`src/rtl/gate_box_tester.sv`:
```
// Hardware truth-table sweeper for the two-input gate box.
// Drives all four a/b vectors, samples resp after a settle delay, logs mismatches.
module gate_box_tester #(
  parameter int SETTLE_CYCLES = 1
) (
  input  logic       clk,
  input  logic       rst,
  input  logic       start,
  output logic       a,
  output logic       b,
  input  logic [5:0] resp,
  output logic       busy,
  output logic       done,
  output logic       pass,
  output logic [5:0] err_mask,
  output logic [3:0] fail_vec,
  output logic [4:0] err_count
);

  typedef enum logic [1:0] {
    S_IDLE,
    S_RUN,
    S_DONE
  } state_t;

  localparam logic [3:0] LAST = 4'(SETTLE_CYCLES - 1);

  state_t      state_q, state_d;
  logic [1:0]  idx_q, idx_d;
  logic [3:0]  cnt_q, cnt_d;
  logic        a_d, b_d, busy_d, done_d, pass_d;
  logic [5:0]  mask_d;
  logic [3:0]  fvec_d;
  logic [4:0]  ecnt_d;
  logic [5:0]  expct;
  logic [5:0]  mism;
  logic [1:0]  idx_nx;

  function automatic logic [5:0] ideal(input logic va, input logic vb);
    ideal = {~(va ^ vb), va ^ vb, ~(va | vb),
             ~(va & vb), va | vb, va & vb};
  endfunction

  function automatic logic [2:0] popcnt(input logic [5:0] v);
    popcnt = 3'd0;
    for (int i = 0; i < 6; i++)
      popcnt = popcnt + 3'(v[i]);
  endfunction

  assign expct  = ideal(idx_q[1], idx_q[0]);
  assign mism   = resp ^ expct;
  assign idx_nx = idx_q + 2'd1;

  always_ff @(posedge clk or posedge rst) begin
    if (rst) begin
      state_q   <= S_IDLE;
      idx_q     <= '0;
      cnt_q     <= '0;
      a         <= 1'b0;
      b         <= 1'b0;
      busy      <= 1'b0;
      done      <= 1'b0;
      pass      <= 1'b0;
      err_mask  <= '0;
      fail_vec  <= '0;
      err_count <= '0;
    end else begin
      state_q   <= state_d;
      idx_q     <= idx_d;
      cnt_q     <= cnt_d;
      a         <= a_d;
      b         <= b_d;
      busy      <= busy_d;
      done      <= done_d;
      pass      <= pass_d;
      err_mask  <= mask_d;
      fail_vec  <= fvec_d;
      err_count <= ecnt_d;
    end
  end

  always_comb begin
    state_d = state_q;
    idx_d   = idx_q;
    cnt_d   = cnt_q;
    a_d     = a;
    b_d     = b;
    busy_d  = busy;
    done_d  = 1'b0;
    pass_d  = pass;
    mask_d  = err_mask;
    fvec_d  = fail_vec;
    ecnt_d  = err_count;

    case (state_q)
      S_IDLE, S_DONE: begin
        if (start) begin
          state_d = S_RUN;
          idx_d   = 2'd0;
          cnt_d   = 4'd0;
          a_d     = 1'b0;
          b_d     = 1'b0;
          busy_d  = 1'b1;
          pass_d  = 1'b0;
          mask_d  = '0;
          fvec_d  = '0;
          ecnt_d  = '0;
        end else if (state_q == S_DONE) begin
          state_d = S_IDLE;
        end
      end
      S_RUN: begin
        if (cnt_q == LAST) begin
          cnt_d  = 4'd0;
          mask_d = err_mask | mism;
          ecnt_d = err_count + 5'(popcnt(mism));
          if (|mism)
            fvec_d[idx_q] = 1'b1;
          if (idx_q != 2'd3) begin
            idx_d = idx_nx;
            a_d   = idx_nx[1];
            b_d   = idx_nx[0];
          end else begin
            // Final vector: pass reflects the mask including this sample.
            state_d = S_DONE;
            a_d     = 1'b0;
            b_d     = 1'b0;
            busy_d  = 1'b0;
            done_d  = 1'b1;
            pass_d  = (mask_d == 6'd0);
          end
        end else begin
          cnt_d = cnt_q + 4'd1;
        end
      end
      default: state_d = S_IDLE;
    endcase
  end

endmodule

```
`config.mk`:
```
export PLATFORM = sky130hd
export DESIGN_NAME = gate_box_tester
export DESIGN_NICKNAME = d
export VERILOG_FILES = /design/src/rtl/gate_box_tester.sv
export SDC_FILE = /design/constraint.sdc
export NUM_CORES = 1
export LEC_CHECK = 0
export CORE_UTILIZATION = 55
export CTS_CLUSTER_DIAMETER = 80
export DETAILED_ROUTE_END_ITERATION = 8
export PLACE_DENSITY = 0.87
export SYNTH_ARGS = -nofsm -noshare
export SYNTH_HDL_FRONTEND = slang
export SYNTH_SLANG_ARGS = --single-unit
```
`constraint.sdc`:
```
create_clock -name clk -period 5.5 [get_ports clk]
set_input_delay 1.65 -clock clk [delete_from_list [all_inputs] [get_ports clk]]
set_output_delay 1.65 -clock clk [all_outputs]
set_load 0.005 [all_outputs]
```
* After elaboration in Yosys (flattened, before gate mapping)
Cells that the tools add are included.
Cells by class: $add $sub $neg 8, order comparisons 2, eq/ne operators 9, mux-type cells 40, bitwise operators 9, reductions and logical operators 13
Operators with widths (count):
- $mux 4 | 4
- $pmux 4 s2 | 2
- $mux 1 | 14
- $mux 2 | 7
- $mux 6 | 2
- $ne 2x2->1 const B | 6
- $pmux 6 s2 | 1
- $reduce_and 4->1 | 3
- $mux 5 | 2
- $pmux 5 s2 | 1
- $add 3x1->3 | 3
- $pmux 1 s2 | 4
- $pmux 2 s2 | 2
- $logic_not 6->1 | 1
- $or 6x6->6 | 1
- $reduce_and 3->1 | 2
- $reduce_or 6->1 | 1
- $xor 6x6->6 | 1
- $add 5x3->5 | 1
- $add 4x1->4 const B | 1
- $logic_not 4->1 | 1
- $or 4x4->4 | 1
- $add 2x1->3 | 1
- $lt 2x3->1 const B | 1
- other kinds (16) | 18
Word-level totals: register bits 28, bits of input ports 9, output and inout port bits 20, logic and storage cells 92

* Longest topological paths before layout
Gate-level depths: netlist of run 1.
word-level depth 11, depth in mapped cells 14, gate-level depth less buffers 13

* Least setup slack after synthesis of run 1
OpenSTA, ideal clock, no wires.
path type input to register, from input resp[2], to register err_count[4], library setup time 0.133 ns, arrival 3.990 ns, required time 5.367 ns, slack 1.377 ns, cell stages on the path 12, buffers on the path 0, path through xor2_1 -> fa_1 -> inv_1 -> fa_1 -> inv_1 -> fa_1 -> inv_1 -> fa_1 -> a21oi_1 -> nand4b_1 -> xor2_1 -> nor2_1
On the way: word-level cells in the longest chain between the ends 8
Ends and longest elaborated chain:
- start: declaration | line 11 | input logic [5:0] resp,
- $xor 6x6->6 | line 51 | assign mism = resp ^ expct;
- $add 2x1->3 | line 47 | popcnt = popcnt + 3'(v[i]);
- $add 3x1->3 (3 in a row) | line 47
- $add 5x3->5 | line 116 | ecnt_d = err_count + 5'(popcnt(mism));
- $mux 5 | line 113 | if (cnt_q == LAST) begin
- $pmux 5 s2 | line 95 | case (state_q)
- end signal: assignment | line 78 | err_count <= ecnt_d;
- end: declaration | line 17 | output logic [4:0] err_count
Every way passes these cells. The select of a mux whose other input is x is not followed. A chain may end at the register's enable or synchronous reset.

* Worst setup path after layout of run 1
Same ends and word-level chain as after synthesis.

==> impl_metrics.yaml, run 1 <==
outcome:
  status: "completed"
pwr:
  vdd_drop_max_mv: 0.387
  p_leak_nw: 0.854
  combPwrFrac: 0.573
  p_sw_mw: 0.462
  finalPower_mw: 1.16
  share_seq_of_total_power: 0.309
  p_per_area_nw_per_um2: 611
  p_clk_frac: 0.118
  p_int_mw: 0.698
  p_sw_frac: 0.398
logic_synthesis:
  netlist_instances: 148
  ys_warn_count: 0
  avgSynthCellArea_um2: 10.5
  ys_seq_area_frac: 0.449
  syn_nets: 170
  syn_area_um2: 1560
  ys_seq_elements: 28
  synthDistinctLibCells: 39
sta:
  finalHoldViolCount: 0
  finalCritPeriodShare: 0.816
  holdWs_ns: 0.508
  finalSetupTns_ns: 0
  clock_skew_ns: 0.00658
  setup_viol: 0
  min_period_ns: 4.49
  maxClockFrequency_ghz: 0.223
  drv_slew: 0
  rsz0062_at_grt: "no"
  worstMarginPinSlew_ns: 1.07
  slew_headroom: 0.289
grt:
  grt_pass1_vias: 1259
  antenna_found_initial: 0
  grt_pass1_wl_mm: 5.65
  gr-total-overflow: 0
  grt_max_degree: 29
  grt_use_total: 0.233
routing:
  first_pass_iters: 4
  post_drt_via_cell_ratio: 5.92
  routedWlPerCell_um: 16.4
  vias: 1201
  drc_errors: 0
  ant_nets: 0
  wirelength_mm: 3.32
  first_iter_violations: 30
floorplanning:
  initial_core_util: 0.607
  dieArea_um2: 3050
  die_h_um: 55.2
  core_um2: 2570
  ioPinCount: 29
  placementRows: 18
  die_w_um: 55.2
worst_setup_path:
  slowest_stage: "clkdlybuf4s50_1"
  cp_slowest_stage_delay_ns: 0.52
  path_cells: "clkdlybuf4s50_1, xor2_1, fa_1, inv_1, fa_1, inv_1, fa_1, inv_1, fa_1, a21oi_1, nand4b_1, xor2_1, nor2_1"
  critPathBufInv: 4
  cp_top_family: "adder cells"
  critPathArrivalTime_ns: 4.71
  crit_path_frequent_cell: "fa_1"
  cp_max_fo: 3
  start_kind: "input port"
  end_kind: "register"
  cp_data_required_time_ns: 5.72
  path_class: "in2reg"
clock_tree:
  htree_levels: 1
  clock_latency_ns: 0.33
  cts_tree: "done"
  clk_path_buf_depth: 2
  cts.sinks: 28
  numCtsBuffers: 3
  post_cts_buffers: 0
  root_buffer: "clkbuf_4"
  cts_resized: 0
  hold_buffers: 0
  cts.clk_slew.worst_paths_ns: 0.16
finish:
  final_cell_mix: "28 x dfrtp_1, 28 x clkdlybuf4s50_1, 14 x nand2_1"
  nets: 196
  drive_gt1_frac: 0.0809
  final_cell_area_um2: 1900
  syn2layout_area_growth_pct: 21.8
  n_fill_cell: 184
  antenna_cells: 0
placed_design:
  portBuffers: 28
  placed_cell_area_um2: 1850
  hpwl_mm: 2.43
  gp_congestion: 0.854
hold_path:
  hold_path.class: "reg2reg"
run:
  maxCapViolations: 0
metal layers:
layer | share of wire | vias up | GRT usage
li1 | - | 560 | -
met1 | 0.45 | 598 | 0.301
met2 | 0.51 | 37 | 0.413
met3 | 0.030 | 6 | 0.0258
met4 | 0.013 | 0 | 0.0643
met5 | 0 | - | 0
final cells by class:
class                   count  area (um^2)  share of cell area
flip-flops and latches     28          701               0.369
inverters                  11         41.3              0.0217
multi-input cells         102          787               0.414
repair buffers             28          280               0.148
clock inverters             1         30.0              0.0158
well taps                  30         37.5              0.0198
clock buffers               3         22.5              0.0119
path summary, 6_finish.rpt:
kind,from,endpoint,slack (ns),depth (start not counted)
max in group asynchronous,rst,err_mask[5]$_DFFE_PP0P_,3.00,2
worst max-delay path,resp[2],err_count[4]$_DFFE_PP0P_,1.01,13
min in group asynchronous,rst,err_mask[3]$_DFFE_PP0P_,1.87,2
worst min register to register,b$_DFFE_PP0P_,b$_DFFE_PP0P_,0.51,1
worst max register to register,idx_q[0]$_DFFE_PP0P_,err_count[4]$_DFFE_PP0P_,1.99,13
worst min-delay path,b$_DFFE_PP0P_,b$_DFFE_PP0P_,0.51,1
synth_stat cells:
cell,number,share of area
a21o_1,2,0.0096
a21oi_1,4,0.013
a21oi_2,1,0.0056
a22o_1,2,0.011
a32o_1,1,0.0064
a32o_2,3,0.022
and3_1,2,0.0080
buf_1,1,0.0024
buf_2,3,0.0096
clkbuf_1,3,0.0072
dfrtp_1,28,0.45
fa_1,4,0.051
ha_1,9,0.072
inv_1,11,0.026
mux2i_1,1,0.0064
nand2_1,14,0.034
nand2b_1,1,0.0040
nand3_1,1,0.0032
nand3b_1,1,0.0048
nand4b_1,1,0.0056
nor2_1,10,0.024
nor2_4,1,0.0072
nor2b_1,3,0.012
nor3_1,4,0.013
nor3b_1,1,0.0048
nor3b_2,1,0.0080
nor3b_4,1,0.012
nor4_1,2,0.0080
o21a_1,5,0.024
o21ai_0,1,0.0032
o21ai_1,9,0.029
o221ai_2,1,0.0096
o31ai_1,2,0.0096
o41ai_2,1,0.010
or2b_4,1,0.0072
or3_1,1,0.0040
or3b_1,2,0.011
xnor2_1,4,0.022
xor2_1,5,0.028
cells by family after synthesis:
kind of cell / after synthesis / synth area share
simple gates: 47 / 0.171
compound gates: 32 / 0.153
flops: 28 / 0.449
buf+inv: 18 / 0.0457
fa+ha+maj: 13 / 0.124
xor+xnor: 9 / 0.0506
mux: 1 / 0.00642
worst reg2reg max path: stages (launching register included):
cell	delay [ns]
dfrtp_1	0.46
ha_1	0.33
xor2_1	0.23
fa_1	0.53
inv_1	0.06
fa_1	0.54
inv_1	0.05
fa_1	0.40
inv_1	0.10
fa_1	0.21
a21oi_1	0.07
nand4b_1	0.19
xor2_1	0.18
nor2_1	0.06
stage by stage:
stage	instances	util	worst slack, ns
after global routing	203	0.740	0.825
after CTS	203	0.740	0.993
after floorplan	148	-	1.38
after detailed placement	199	0.719	0.636
final	203	0.740	1.01
after global placement	199	0.719	0.817
registers in the layout, indices dropped and copies added, names as in the netlist:
| register | flops |
|---|---|
| idx_q | 2 |
| state_q | 2 |
| err_mask | 6 |
| b | 1 |
| a | 1 |
| err_count | 5 |
| pass | 1 |
| fail_vec | 4 |
| done | 1 |
| cnt_q | 4 |
| busy | 1 |
power groups by stage:
stage	clock network [mW]	logic [mW]	registers [mW]
after floorplan	0	0.421	0.356
after CTS	0.136	0.672	0.359
after global routing	0.142	0.741	0.370
final	0.136	0.665	0.359
after detailed placement	0	0.660	0.362
after global placement	0	0.617	0.356
Power figures use the tool's default switching activity.
==> run 2, diff against run 1 <==
--- a/config.mk
+++ b/config.mk
@@ -5,10 +5,10 @@
 export SDC_FILE = /design/constraint.sdc
 export NUM_CORES = 1
 export LEC_CHECK = 0
-export CORE_UTILIZATION = 55
+export CORE_UTILIZATION = 46
 export CTS_CLUSTER_DIAMETER = 80
 export DETAILED_ROUTE_END_ITERATION = 8
-export PLACE_DENSITY = 0.87
+export PLACE_DENSITY = 0.79
 export SYNTH_ARGS = -nofsm -noshare
 export SYNTH_HDL_FRONTEND = slang
 export SYNTH_SLANG_ARGS = --single-unit
==> constraint.sdc (replaced) <==
create_clock -name clk -period 3.85 [get_ports clk]
set_input_delay 1.155 -clock clk [delete_from_list [all_inputs] [get_ports clk]]
set_output_delay 1.155 -clock clk [all_outputs]
set_load 0.005 [all_outputs]
==> run 2 against run 1 <==
Combinational power rose by 52%. Wire length rose by 3.2%. Sequential power grew 42%. Worst hold slack got worse by 0.0046 ns. Flip-flop and latch count did not move. Global-route usage shrank 0.86 points. Critical endpoint unchanged. Largest cell class unchanged.
==> impl_metrics.yaml, run 2 (synthesis gave the netlist of run 1 again) <==
worst_setup_path:
  end_kind: "register"
  critPathArrivalTime_ns: 3.91
  cp_data_required_time_ns: 4.13
  cp_max_fo: 2
  path_class: "in2reg"
  regToRegSetupSlack_ns: 0.42
  start_kind: "input port"
sta:
  finalHoldViolCount: 0
  maxClockFrequency_ghz: 0.276
  setup_ws_ns: 0.225
  min_period_ns: 3.62
  finalCritPeriodShare: 0.942
  holdWs_ns: 0.504
  worstMarginPinSlew_ns: 0.995
  slew_headroom: 0.337
  rsz0062_at_grt: "no"
  setup_viol: 0
  drv_slew: 0
  clock_skew_ns: 0.00386
routing:
  ant_nets: 0
  wirelength_mm: 3.43
  routedWlPerCell_um: 15.4
  post_drt_via_cell_ratio: 5.31
  drc_errors: 0
  first_iter_violations: 40
  first_pass_iters: 4
  vias: 1184
grt:
  grt_use_total: 0.224
  antenna_found_initial: 0
  grt_pass1_vias: 1342
  grt_pass1_wl_mm: 5.95
  gr-total-overflow: 0
  grt_max_degree: 29
finish:
  final_cell_mix: "28 x dfrtp_1, 26 x clkdlybuf4s50_1, 14 x nand2_1"
  final_cell_area_um2: 1990
  n_fill_cell: 261
  nets: 202
  drive_gt1_frac: 0.140
  syn2layout_area_growth_pct: 27.4
  largest_reg_flops: 6
  top_register: "err_mask"
  largestRegisters: "err_mask (6), err_count (5)"
  mostFrequentLayoutCell: "dfrtp_1"
  fin_cells: 223
  antenna_cells: 0
pwr:
  p_leak_nw: 0.899
  finalPower_mw: 1.71
  share_seq_of_total_power: 0.298
  p_per_area_nw_per_um2: 863
  p_sw_mw: 0.674
  p_int_mw: 1.04
  p_sw_frac: 0.393
  combPwrFrac: 0.588
  vdd_drop_max_mv: 0.429
  p_clk_frac: 0.114
placed_design:
  hpwl_mm: 2.52
  place_ws_ns: -0.376
  portBuffers: 28
  placed_cell_area_um2: 1910
  gp_congestion: 0.834
  placedCellCount: 219
clock_tree:
  numCtsBuffers: 3
  cts.clk_slew.worst_paths_ns: 0.16
  cts_tree: "done"
  clock_latency_ns: 0.33
  cts.sinks: 28
  htree_levels: 1
  root_buffer: "clkbuf_4"
  clk_path_buf_depth: 2
  hold_buffers: 0
floorplanning:
  placementRows: 20
  dieArea_um2: 3630
  die_w_um: 60.2
  initial_core_util: 0.498
  core_um2: 3130
  die_h_um: 60.2
  ioPinCount: 29
hold_path:
  hold_path.class: "reg2reg"
run:
  maxCapViolations: 0
outcome:
  status: "completed"
==> run 2: what timing repair did <==
item                                    in CTS  in global routing
pin swaps                                    0                  1
endpoints found under the setup margin       1                  1
buffers inserted                             0                  0
resized for setup                            4                  3
==> run 2: worst max-delay path, cell delays in order <==
cell and delay, ns:
dlygate4sd2_1 0.26, xor2_2 0.17, fa_1 0.52, inv_1 0.05, fa_1 0.53, inv_1 0.05
fa_2 0.34, inv_1 0.09, fa_2 0.23, a21oi_2 0.06, nand4b_1 0.19, xor2_1 0.18
nor2_1 0.08
==> run 2: power by group through the flow <==
| stage | clock network, mW | logic [mW] | registers [mW] |
|---|---|---|---|
| 2_1_floorplan | 0 | 0.602 | 0.508 |
| 3_3_place_gp | 0 | 0.920 | 0.510 |
| 3_5_place_dp | 0 | 0.961 | 0.517 |
| 4_1_cts | 0.199 | 1.01 | 0.510 |
| 5_1_grt | 0.210 | 1.14 | 0.531 |
| 6_report | 0.196 | 1.01 | 0.510 |
==> run 2: final timing paths <==
path                                      start                       end  cells after the start
min in group asynchronous                   rst   err_mask[3]$_DFFE_PP0P_                      3
max                                     resp[2]  err_count[4]$_DFFE_PP0P_                     13
min                               a$_DFFE_PP0P_             a$_DFFE_PP0P_                      2
max in group asynchronous                   rst      cnt_q[1]$_DFFE_PP0P_                      3
max reg2reg                idx_q[0]$_DFFE_PP0P_  err_count[4]$_DFFE_PP0P_                     13
min reg2reg                       a$_DFFE_PP0P_             a$_DFFE_PP0P_                      2
==> run 2: area by class of cell <==
cell class | count | area (um^2) | area share
multi-input cells | 102 | 811 | 0.408
flip-flops and latches | 28 | 701 | 0.353
repair buffers | 34 | 327 | 0.164
well taps | 44 | 55.1 | 0.0277
inverters | 11 | 41.3 | 0.0208
clock inverters | 1 | 30.0 | 0.0151
clock buffers | 3 | 22.5 | 0.0113
==> run 2: metal layers <==
metal,vias to the layer above,global-route usage,routed length (um)
li1,563,-,-
met1,584,0.291,1510
met2,32,0.380,1690
met3,5,0.0152,168
met4,0,0.103,51
met5,-,0,0
==> run 2: per-stage QoR <==
stage / TNS [ns] / utilization
after floorplan: 0 / -
after global placement: -0.774 / 0.610
after detailed placement: -0.978 / 0.610
after CTS: 0 / 0.631
after global routing: 0 / 0.635
final: 0 / 0.635
